<file path="config.mk">
export PLATFORM = sky130hd
export DESIGN_NAME = pc_gen
export DESIGN_NICKNAME = d
export VERILOG_FILES = /design/src/rtl/rv_pkg.sv /design/src/rtl/pc_incrementer.sv /design/src/rtl/pc_gen.sv
export SDC_FILE = /design/constraint.sdc
export NUM_CORES = 1
export LEC_CHECK = 0
export ABC_CLOCK_PERIOD_IN_PS = 4700
export CORE_ASPECT_RATIO = 1.2
export CORE_MARGIN = 4
export CORE_UTILIZATION = 50
export DETAILED_ROUTE_END_ITERATION = 10
export MAX_ROUTING_LAYER = met4
export PLACE_DENSITY = 0.91
export SETUP_SLACK_MARGIN = 0.5
export SLEW_MARGIN = 5
export SYNTH_ARGS = -nofsm -noshare
export SYNTH_HDL_FRONTEND = slang
export SYNTH_SLANG_ARGS = --single-unit
</file>
<file path="constraint.sdc">
create_clock -name clk -period 4.7 [get_ports clk]
set_clock_uncertainty 0.05 [all_clocks]
set_input_delay 0.705 -clock clk [delete_from_list [all_inputs] [get_ports clk]]
set_output_delay 0.705 -clock clk [all_outputs]
set_load 0.1 [all_outputs]
</file>
<file path="src/rtl/rv_pkg.sv">
// Shared fetch-path definitions: PC width, instruction size and the
// program-counter generator state encoding.
package rv_pkg;

  localparam int unsigned PC_WIDTH    = 64;
  localparam int unsigned INSTR_BYTES = 4;

  typedef enum logic [1:0] {
    IDLE   = 2'd0,
    RUN    = 2'd1,
    BUBBLE = 2'd2,
    TRAP   = 2'd3
  } pc_state_t;

endpackage

</file>
<file path="src/rtl/pc_incrementer.sv">
// Sequential-fetch adder: pc + INSTR_BYTES, modulo 2^PC_WIDTH.
// The carry-out is discarded, so the top of the address space wraps to 0.
module pc_incrementer
  import rv_pkg::*;
(
  input  logic [PC_WIDTH-1:0] pc,
  output logic [PC_WIDTH-1:0] pc_next
);

  assign pc_next = pc + PC_WIDTH'(INSTR_BYTES);

endmodule

</file>
<file path="src/rtl/pc_gen.sv">
// Program-counter generator for the fetch stage.
// IDLE after reset, RUN while fetching, BUBBLE for one invalid cycle after
// each redirect, TRAP on a misaligned redirect target.
// Optional feature: define PC_ALIGN_CHECK_EN to trap on misaligned branch
// targets; otherwise the low two target bits are forced to zero and TRAP
// is never entered.
module pc_gen
  import rv_pkg::*;
#(
  parameter logic [PC_WIDTH-1:0] RESET_PC = 64'h0000_0000_0000_0000
) (
  input  logic                clk,
  input  logic                rst_n,
  input  logic                if_ready,
  input  logic                branch_taken,
  input  logic [PC_WIDTH-1:0] branch_target,
  output logic [PC_WIDTH-1:0] pc_out,
  output logic                pc_valid,
  output logic [PC_WIDTH-1:0] pc_plus4,
  output logic [31:0]         redirect_count,
  output logic                misalign_err
);

  pc_state_t           state;
  logic                accept_redirect;
  logic                misaligned;
  logic [PC_WIDTH-1:0] redirect_pc;

  pc_incrementer u_inc (
    .pc      (pc_out),
    .pc_next (pc_plus4)
  );

  assign pc_valid        = (state == RUN);
  assign accept_redirect = branch_taken && ((state == RUN) || (state == BUBBLE));
  assign redirect_pc     = branch_target & ~PC_WIDTH'(INSTR_BYTES - 1);

`ifdef PC_ALIGN_CHECK_EN
  assign misaligned = (branch_target[1:0] != 2'b00);

  // Sticky misaligned-target flag, cleared only by reset.
  always_ff @(posedge clk or negedge rst_n) begin
    if (!rst_n) begin
      misalign_err <= 1'b0;
    end else if (accept_redirect && misaligned) begin
      misalign_err <= 1'b1;
    end
  end
`else
  assign misaligned   = 1'b0;
  assign misalign_err = 1'b0;
`endif

  // Redirects take priority over the handshake in both RUN and BUBBLE;
  // a redirect during BUBBLE re-arms the same bubble rather than adding one.
  always_ff @(posedge clk or negedge rst_n) begin
    if (!rst_n) begin
      state          <= IDLE;
      pc_out         <= RESET_PC;
      redirect_count <= '0;
    end else if (accept_redirect) begin
      if (misaligned) begin
        state <= TRAP;
      end else begin
        state  <= BUBBLE;
        pc_out <= redirect_pc;
        if (redirect_count != '1) begin
          redirect_count <= redirect_count + 32'd1;
        end
      end
    end else begin
      case (state)
        IDLE:    state <= RUN;
        RUN:     if (pc_valid && if_ready) pc_out <= pc_plus4;
        BUBBLE:  state <= RUN;
        TRAP:    state <= TRAP;
        default: state <= IDLE;
      endcase
    end
  end

endmodule

</file>
==> results_dict.tcl <==
set metrics [dict create \
    antenna_found_initial 0 \
    grt_overflow_total 0 \
    cp_max_fo 15 \
    synth_cell_type_count 45 \
    yosys.area.top_type_share_pct 37.0 \
    drc 0 \
    start_util_pct 51.2 \
    gp_congestion 0.968 \
    synth_area_leaders "dfrtp_1, xnor2_1, xor2_1" \
    worstSkewPairLatency_ns 0.35 \
    path_cells "nand4_2 > or4_4 > or4_4 > nor2_1 > xor2_4 > buf_4" \
    synth.largest_area_cell "dfrtp_1" \
    setup_viol 0 \
    first_global_vias 6728 \
    postCtsHoldBufs 0 \
    final_area_sq_um 9450 \
    die-area_sq_um 14900 \
    ctsHtreeMaxLevel 3 \
    drtPass1Iterations 7 \
    critPathBufInv 1 \
    clkTransAtPathRegs_ns 0.07 \
    critPathLaunchType "flip-flop" \
    synth_edf_count 0 \
    place_area_sq_um 9110 \
    required_ns 3.94 \
    numCtsBuffers 9 \
    crit_path_top_delay_cell "or4_4" \
    synthCells 782 \
    ant_nets 0 \
    hold_viol_final 0 \
    grt_max_degree 75 \
    synth-main-ff-cell "dfrtp_1" \
    die_w_um 112 \
    num_vias 6905 \
    synth_commonest_cells "dfrtp_1, nand2_1, xnor2_1" \
    wirelength_um 23100 \
    cts-root-buf "clkbuf_16" \
    postSynthAreaPerCell_sq_um 8.30 \
    die_h_um 133 \
    async_flop_share_pct 100 \
    antenna-diode-count 0 \
    wire_per_inst_um 20.3 \
    dp.final_hpwl_um 17600 \
    fmax_mhz 245 \
    area_growth_pct 45.6 \
    critPathCaptureType "output pin" \
    rsz0062_at_grt "false" \
    io_pins 230 \
    synth_seq_cells 96 \
    synth.most_common_cell "dfrtp_1" \
    ys_seq_area_share_pct 37.0 \
    period_share_pct 86.7 \
    grt_pass1_wl_um 36100 \
    tritoncts "built" \
    hold_class "input pin to asynchronous set/reset pin" \
    cp.arrival_ns 3.32 \
    crit_type "flip-flop to output pin" \
    critPathTopFamily "simple AND/OR/NAND/NOR gates" \
    status "finished, final reports clean" \
    slew_viol_final 0 \
    core_area_sq_um 12700 \
    portBuffers 222 \
    viasPerCell 6.06 \
    cts.path.max_buffers 2 \
    rows 45 \
    grt_use_total_pct 31.2 \
    max-slew-margin-rel_pct 30.1 \
    fin_tns_setup_ns 0 \
    min_period_ns 4.08 \
    drv_cap 0 \
    synth_warnings 0 \
    worst_slew_pin_slew_ns 1.05 \
    crit_top_cell "or4_4" \
    drive_gt1_share_pct 15.0 \
    cts_sinks 96 \
    cts_setup_buffers 0 \
    layout.nets 1045 \
    first_iter_violations 539 \
    cpPeakStageDelay_ns 0.70 \
    synthesis.area_sq_um 6490 \
]
## timing repair
item / in CTS / in global routing
resized for setup: 1 / 2
pin swaps: 0 / 0
endpoints found under the setup margin: 10 / 3
## cell families after synthesis
kind of cell,after synthesis,share of synthesized area (%)
adders and majority gates,6,1.16
buffers and inverters,70,4.53
other,1,0.0578
xor gates and xnor gates,129,17.4
AOI/OAI and AO/OA,87,7.79
muxes,3,0.501
DFF,96,37.0
and+or+nand+nor,390,31.6
## layout by cell type (no fill, tap or decap), types with 14 or more instances in the layout
cell type        netlist  final
dfrtp_1               96     82
nand4_1               58     58
clkdlybuf4s50_1        0    172
nor3_1                27     27
or3_1                 21     21
xnor2_1               69     49
buf_4                  7     59
xor2_1                60     39
a31oi_1               22     22
nand2_1               91     91
dfrtp_2                0     14
xnor2_2                0     17
nor2_1                60     60
o21ai_0               50     50
nand3_1               48     48
nor4_1                29     27
## stage by stage
step	cells	util, %	setup WS (ns)	hold WS [ns]
after global routing	1140	74.6	0.528	0.465
final	1140	74.6	0.624	0.454
after CTS	1140	74.5	0.521	0.457
after detailed placement	1124	71.9	0.741	0.437
after floorplan	786	-	0.193	0.359
after global placement	1124	71.9	0.816	0.430
## sequential cells by signal, indices dropped and copies added (netlist names)
| name | cells |
|---|---|
| pc_out | 62 |
| state | 2 |
| redirect_count | 32 |
## cell type report
class / instances / area [sq um]
multi-input cells: 620 / 4270
fillers: 929 / 3210
flip-flops and latches: 96 / 2420
repair buffers: 232 / 2180
clock buffers: 9 / 225
well taps: 164 / 205
clock inverters: 7 / 103
inverters: 12 / 45.0
## worst register-to-register path, stage by stage, from the launching register on
cell and delay [ns]:
dfrtp_2 0.46, ha_1 0.26, nand3_1 0.29, or3_1 0.62, nor3_1 0.82, a31o_2 0.26
a31oi_1 0.08
## metal layers
layer  wire (um)  global-route usage (%)  up-vias
met1        8430                    36.7     3325
li1            -                       -     3134
met4         777                    11.0        0
met5           0                       -        -
met2       11800                    52.8      382
met3        2090                    6.72       64
## final timing paths
check | startpoint | to | slack, ns | cells past startpoint
max reg2reg | pc_out[2] | pc_out[56] | 1.72 | 6
min reg2reg | redirect_count[19] | redirect_count[19] | 0.45 | 1
min | rst_n | pc_out[57] | 0.45 | 1
max in group asynchronous | rst_n | pc_out[12] | 3.22 | 2
min in group clk | redirect_count[19] | redirect_count[19] | 0.45 | 1
max | pc_out[9] | pc_plus4[63] | 0.62 | 6
Power is not shown: default switching activity piles up to over one toggle a cycle in this logic, so the estimate is an artifact.
